$ cat config.mk
export PLATFORM = sky130hd
export DESIGN_NAME = wave_generator
export DESIGN_NICKNAME = d
export VERILOG_FILES = /design/src/rtl/wave_generator.sv
export SDC_FILE = /design/constraint.sdc
export NUM_CORES = 1
export LEC_CHECK = 0
export CORE_MARGIN = 3
export CORE_UTILIZATION = 53
export DETAILED_ROUTE_END_ITERATION = 10
export GPL_ROUTABILITY_DRIVEN = 1
export PLACE_DENSITY = 0.79
export SETUP_SLACK_MARGIN = 0.05
export SLEW_MARGIN = 15
export SYNTH_ARGS = -nofsm -noshare
export SYNTH_HDL_FRONTEND = slang
export SYNTH_SLANG_ARGS = --single-unit
$ cat constraint.sdc
create_clock -name clk -period 5.3 [get_ports clk]
set_clock_uncertainty 0.2 [all_clocks]
set_input_delay 1.06 -clock clk [delete_from_list [all_inputs] [get_ports clk]]
set_output_delay 1.06 -clock clk [all_outputs]
set_load 0.005 [all_outputs]
$ cat src/rtl/wave_generator.sv
// wave_generator: programmable waveform source producing triangle,
// sawtooth-up, sawtooth-down or square waves between runtime bounds lo..hi.
// State advances only on cycles with ena high. evt pulses for exactly one
// cycle, together with the out value produced by a turnaround, wrap or toggle.
module wave_generator #(
  parameter int N = 8
) (
  input  logic         clk,
  input  logic         rst,
  input  logic         ena,
  input  logic [1:0]   mode,
  input  logic [N-1:0] lo,
  input  logic [N-1:0] hi,
  input  logic [N-1:0] step,
  output logic [N-1:0] out,
  output logic         dir,
  output logic         evt
);

  typedef enum logic [1:0] {
    MODE_TRI     = 2'd0,
    MODE_SAW_UP  = 2'd1,
    MODE_SAW_DN  = 2'd2,
    MODE_SQUARE  = 2'd3
  } mode_e;

  // Architectural state and its next-state values.
  logic [N-1:0] out_q, out_d;
  logic         dir_q, dir_d;
  logic         evt_q, evt_d;
  logic [N-1:0] cnt_q, cnt_d;
  mode_e        mode_q, mode_d;

  // Ramp arithmetic. Sums and differences are formed one bit wider than the
  // sample so that overflow/underflow is visible, then clamped to the bounds.
  logic [N-1:0] step_eff;
  logic [N:0]   up_sum;
  logic [N:0]   dn_diff;
  logic [N-1:0] up_val;
  logic [N-1:0] dn_val;
  logic         bounds_bad;
  logic         out_outside;
  logic         at_hi;
  logic         at_lo;

  // A zero ramp step would freeze the ramp, so it counts as a step of one.
  assign step_eff    = (step == '0) ? {{(N-1){1'b0}}, 1'b1} : step;
  assign up_sum      = {1'b0, out_q} + {1'b0, step_eff};
  assign dn_diff     = {1'b0, out_q} - {1'b0, step_eff};
  assign up_val      = (up_sum > {1'b0, hi}) ? hi : up_sum[N-1:0];
  assign dn_val      = (dn_diff[N] || (dn_diff[N-1:0] < lo)) ? lo : dn_diff[N-1:0];
  assign bounds_bad  = (lo > hi);
  assign out_outside = (out_q < lo) || (out_q > hi);
  assign at_hi       = (out_q >= hi);
  assign at_lo       = (out_q <= lo);

  // Next-state selection: invalid bounds, then mode restart, then clamping of
  // an out-of-range ramp, then the per-mode waveform update.
  always_comb begin
    out_d  = out_q;
    dir_d  = dir_q;
    cnt_d  = cnt_q;
    mode_d = mode_q;
    evt_d  = 1'b0;
    if (ena) begin
      if (bounds_bad) begin
        // Park at lo until the bounds become consistent again.
        out_d = lo;
        dir_d = 1'b0;
        cnt_d = '0;
      end else if (mode != mode_q) begin
        // Any mode change restarts the waveform from lo in the rising phase.
        mode_d = mode_e'(mode);
        out_d  = lo;
        dir_d  = 1'b0;
        cnt_d  = '0;
      end else if ((mode != MODE_SQUARE) && out_outside) begin
        // Bounds were reprogrammed under a ramp: pull it back in silently.
        out_d = (out_q < lo) ? lo : hi;
      end else begin
        unique case (mode_q)
          MODE_TRI: begin
            if (!dir_q) begin
              if (at_hi) begin
                dir_d = 1'b1;
                out_d = dn_val;
                evt_d = 1'b1;
              end else begin
                out_d = up_val;
              end
            end else begin
              if (at_lo) begin
                dir_d = 1'b0;
                out_d = up_val;
                evt_d = 1'b1;
              end else begin
                out_d = dn_val;
              end
            end
          end
          MODE_SAW_UP: begin
            dir_d = 1'b0;
            if (at_hi) begin
              out_d = lo;
              evt_d = 1'b1;
            end else begin
              out_d = up_val;
            end
          end
          MODE_SAW_DN: begin
            dir_d = 1'b1;
            if (at_lo) begin
              out_d = hi;
              evt_d = 1'b1;
            end else begin
              out_d = dn_val;
            end
          end
          MODE_SQUARE: begin
            // cnt counts enabled cycles within the current half-period; the
            // raw step (zero included) is the terminal count.
            if (cnt_q == step) begin
              cnt_d = '0;
              dir_d = ~dir_q;
              out_d = dir_q ? hi : lo;
              evt_d = 1'b1;
            end else begin
              cnt_d = cnt_q + 1'b1;
              out_d = dir_q ? lo : hi;
            end
          end
          default: begin
            out_d = out_q;
          end
        endcase
      end
    end
  end

  // State register; reset overrides everything, including an enabled update.
  always_ff @(posedge clk) begin
    if (rst) begin
      out_q  <= '0;
      dir_q  <= 1'b0;
      evt_q  <= 1'b0;
      cnt_q  <= '0;
      mode_q <= MODE_TRI;
    end else begin
      out_q  <= out_d;
      dir_q  <= dir_d;
      evt_q  <= evt_d;
      cnt_q  <= cnt_d;
      mode_q <= mode_d;
    end
  end

  assign out = out_q;
  assign dir = dir_q;
  assign evt = evt_q;

endmodule

==> results.md <==
- Run status: completed
- Worst VDD drop: 0.1151 mV
- Syn Area/Cell: 7.450 um^2
- Area added between synthesis and finish: 26.00%
- Final period utilization: 97.94%
- Area of the multi-input gates: 2940 um^2
- Final Hold Slack: 0.2988 ns
- Post-synth top area cell: sky130_fd_sc_hd__ha_1
- Maximum number of pins on one net before global-route repair: 20
- Sequential cell area: 400.4 um^2
- Main flop type after synthesis: sky130_fd_sc_hd__dfxtp_1
- Core Area: 6061 um^2
- Clk pin slew, worst setup/hold paths: 0.09 ns
- Layout cell share with drive strength beyond 1: 14.56%
- Top cell types by occurrence after synthesis: sky130_fd_sc_hd__ha_1 (58), sky130_fd_sc_hd__nor2_1 (46), sky130_fd_sc_hd__a21oi_1 (36)
- MaxCap Viol Count: 0
- Initial DRC Count: 331
- Required time of the critical path: 5.23 ns
- DIE WIDTH: 86.06 um
- Row cnt: 28
- Final-layout fill cell count: 496
- Leading cell type by number of instances after synthesis: sky130_fd_sc_hd__ha_1
- Final Critical Period: 5.191 ns
- RSZ-0062 raised after global routing: no
- Internal power contribution: 0.4952 mW
- Synthesized netlist net count: 545
- Transition time of the tightest slew-check pin: 0.9384 ns
- Detailed-placement wirelength estimate: 8466 um
- Number of top-level design ports: 39
- Clock buffer count from CTS: 3
- Final Setup Violations: 0
- Port Buffers: 38
- Number of library cell types mapped by synthesis: 65
- Iteration count of the initial detailed-routing pass: 5
- DRC viols: 0
- Source-to-sink clock delay at the later pin of the worst-skew pair: 0.27 ns
- Initial standard-cell utilization of the core: 56.05%
- Startpoint types: input pin
- Die Y: 86.06 um
- Comb pwr share: 60.9%
- Fraction of post-synthesis cell area in the top cell type by area: 21.36%
- Total of flip-flops plus latches after synthesis: 20
- Post-synthesis instance area: 3397 um^2
- Synthesis warning total: 0
- Highest achievable clock rate: 192.6 MHz
- Gate count after technology mapping: 456
- Root Driver: sky130_fd_sc_hd__clkbuf_8
- All-layer global routing usage: 28.91%
- Final hold violations: 0
- CTS tree: done
- Worst Slack Setup Final: 0.1090 ns
- Final Slew Violations: 0
- Number of vias per cell after detailed routing: 6.747
- Num Clock Sinks: 20
- Asr flop ratio synth: 0%
- Element type at the critical path end: register
- Total Routed Length: 11140 um
- ANT cells: 0
- Critical setup path kind: input pin to register
- Max transition margin: 35.82%
- First-pass GRT wire length: 17490 um
- Die Area: 7406 um^2
- Total via count in the routed design: 3981
- Clock power frac: 18.8%
- Ranking of synthesized cells by area: sky130_fd_sc_hd__ha_1 (21%), sky130_fd_sc_hd__dfxtp_1 (12%), sky130_fd_sc_hd__a21oi_1 (5.3%)
- Worst hold-check path type: register to register
- Leak Pwr: 1.795 nW
- Share of total power in sequential cells: 20.3%
- Routability congestion estimate from global placement: 0.9302
- Net Switching: 0.3717 mW
- Final-stage net count: 605
- Worst EP arrival: 5.12 ns
- Number of enable-type register cells in the synthesized netlist: 0
- Remaining antenna violation count after routing: 0
- H-Tree Depth: 1
- Place WS: -0.4437 ns
- Power density normalized to cell area: 202.5 nW/um^2
- Worst Path Max Fanout: 7
- Core occupancy in the finished layout: 70.62%
- Initial antenna violation count: 0
- Remaining Overflow, GRT: 0
- CTS Buffer Depth: 2
- Register area share after synthesis: 11.79%
- Via count of the first global-routing pass: 3723
- Net switching share of the total power: 42.88%
- Drt wl/cell: 18.87 um
[metal layers]
metal  up-vias  track usage [%]  wire (um)
met5         -                0          0
met1      1873            37.49       4700
met2       235            48.21       5257
li1       1837                -          -
met3        36            4.419        840
met4         0            10.50        337
[worst max-delay path, stage by stage]
cell and delay (ns):
sky130_fd_sc_hd__clkdlybuf4s50_1 0.47, sky130_fd_sc_hd__inv_1 0.06, sky130_fd_sc_hd__a41o_1 0.20, sky130_fd_sc_hd__ha_2 0.20, sky130_fd_sc_hd__fa_2 0.39, sky130_fd_sc_hd__nor2b_2 0.17, sky130_fd_sc_hd__o311ai_2 0.29, sky130_fd_sc_hd__a21oi_2 0.13
sky130_fd_sc_hd__or3_4 0.36, sky130_fd_sc_hd__nand2_4 0.07, sky130_fd_sc_hd__ha_4 0.20, sky130_fd_sc_hd__a22oi_2 0.17, sky130_fd_sc_hd__o211ai_1 0.11, sky130_fd_sc_hd__o211ai_1 0.27, sky130_fd_sc_hd__and2_4 0.21, sky130_fd_sc_hd__buf_6 0.13
sky130_fd_sc_hd__o21ai_1 0.09, sky130_fd_sc_hd__a2111oi_2 0.39, sky130_fd_sc_hd__a311oi_1 0.14
[power by group through the flow]
stage | clock network (mW) | logic (mW) | registers, mW
after floorplan | 0 | 0.294 | 0.171
after global placement | 0 | 0.425 | 0.178
after detailed placement | 0 | 0.435 | 0.178
after CTS | 0.163 | 0.465 | 0.175
after global routing | 0.167 | 0.570 | 0.177
final | 0.163 | 0.528 | 0.176
[sequential cells by signal, indices dropped and copies added (netlist names)]
signal  cells
mode_q      2
dir         1
out         8
cnt_q       8
evt         1
[logic make-up after synthesis]
group / after synthesis / share of synthesized area, %
and+or+nand+nor: 152 / 22.95
AOI/OAI and AO/OA: 146 / 29.10
adders and majority gates: 60 / 22.54
buffers and inverters: 51 / 6.261
DFF: 20 / 11.79
xor gates and xnor gates: 19 / 4.899
muxes: 8 / 2.468
[worst paths after layout]
kind                            startpoint  endpoint  slack (ns)  cells past startpoint
worst min register to register    cnt_q[7]  cnt_q[7]        0.30                      2
worst max register to register      out[1]    out[1]        1.09                     14
worst max-delay path               step[1]    out[1]        0.11                     19
worst min-delay path              cnt_q[7]  cnt_q[7]        0.30                      2
[cell type report]
cell class	instances	share of cell area (%)
Multi-Input combinational cell	385	68.69
Timing Repair Buffer	71	15.02
Sequential cell	20	9.354
Inverter	35	3.069
Tap cell	75	2.192
Clock buffer	3	0.9646
Clock inverter	1	0.7015
[through the flow]
step           total power, mW  std cells  instance area (um^2)  TNS, ns
2_1_floorplan           0.4645        456                  3397        0
3_3_place_gp            0.6032        578                  3978   -1.630
3_5_place_dp            0.6137        578                  3978   -2.695
4_1_cts                 0.8023        585                  4134        0
5_1_grt                 0.9144        590                  4280        0
6_report                0.8669        590                  4280        0
[cells in the final DEF (no fill, tap or decap), types with 7 or more instances in the layout]
master                            netlist  final
sky130_fd_sc_hd__nor2_1                46     46
sky130_fd_sc_hd__nand3_1               11     11
sky130_fd_sc_hd__a2111oi_0             12      7
sky130_fd_sc_hd__nand2_1               30     29
sky130_fd_sc_hd__ha_1                  58     56
sky130_fd_sc_hd__o21ai_0               31     28
sky130_fd_sc_hd__nand2b_1              10     10
sky130_fd_sc_hd__dfxtp_1               20     20
sky130_fd_sc_hd__xnor2_1               16     16
sky130_fd_sc_hd__buf_4                  2     32
sky130_fd_sc_hd__a21oi_1               36     34
sky130_fd_sc_hd__o21a_1                 7      7
sky130_fd_sc_hd__or3_1                 10      9
sky130_fd_sc_hd__clkdlybuf4s50_1        0     32
sky130_fd_sc_hd__inv_1                 35     34
sky130_fd_sc_hd__nor3_1                 9      9
sky130_fd_sc_hd__a32oi_1                7      7
sky130_fd_sc_hd__nand4_1                9      9
[repair_timing]
| item | CTS | global route |
|---|---|---|
| resized for setup | 18 | 28 |
| setup buffers | 3 | 5 |
| pin swaps | 14 | 16 |
| endpoints found under the hold margin | 0 | 0 |
| setup endpoints to repair | 8 | 8 |
| hold buffers | 0 | 0 |
No activity file was read; power rests on OpenSTA's default activity.
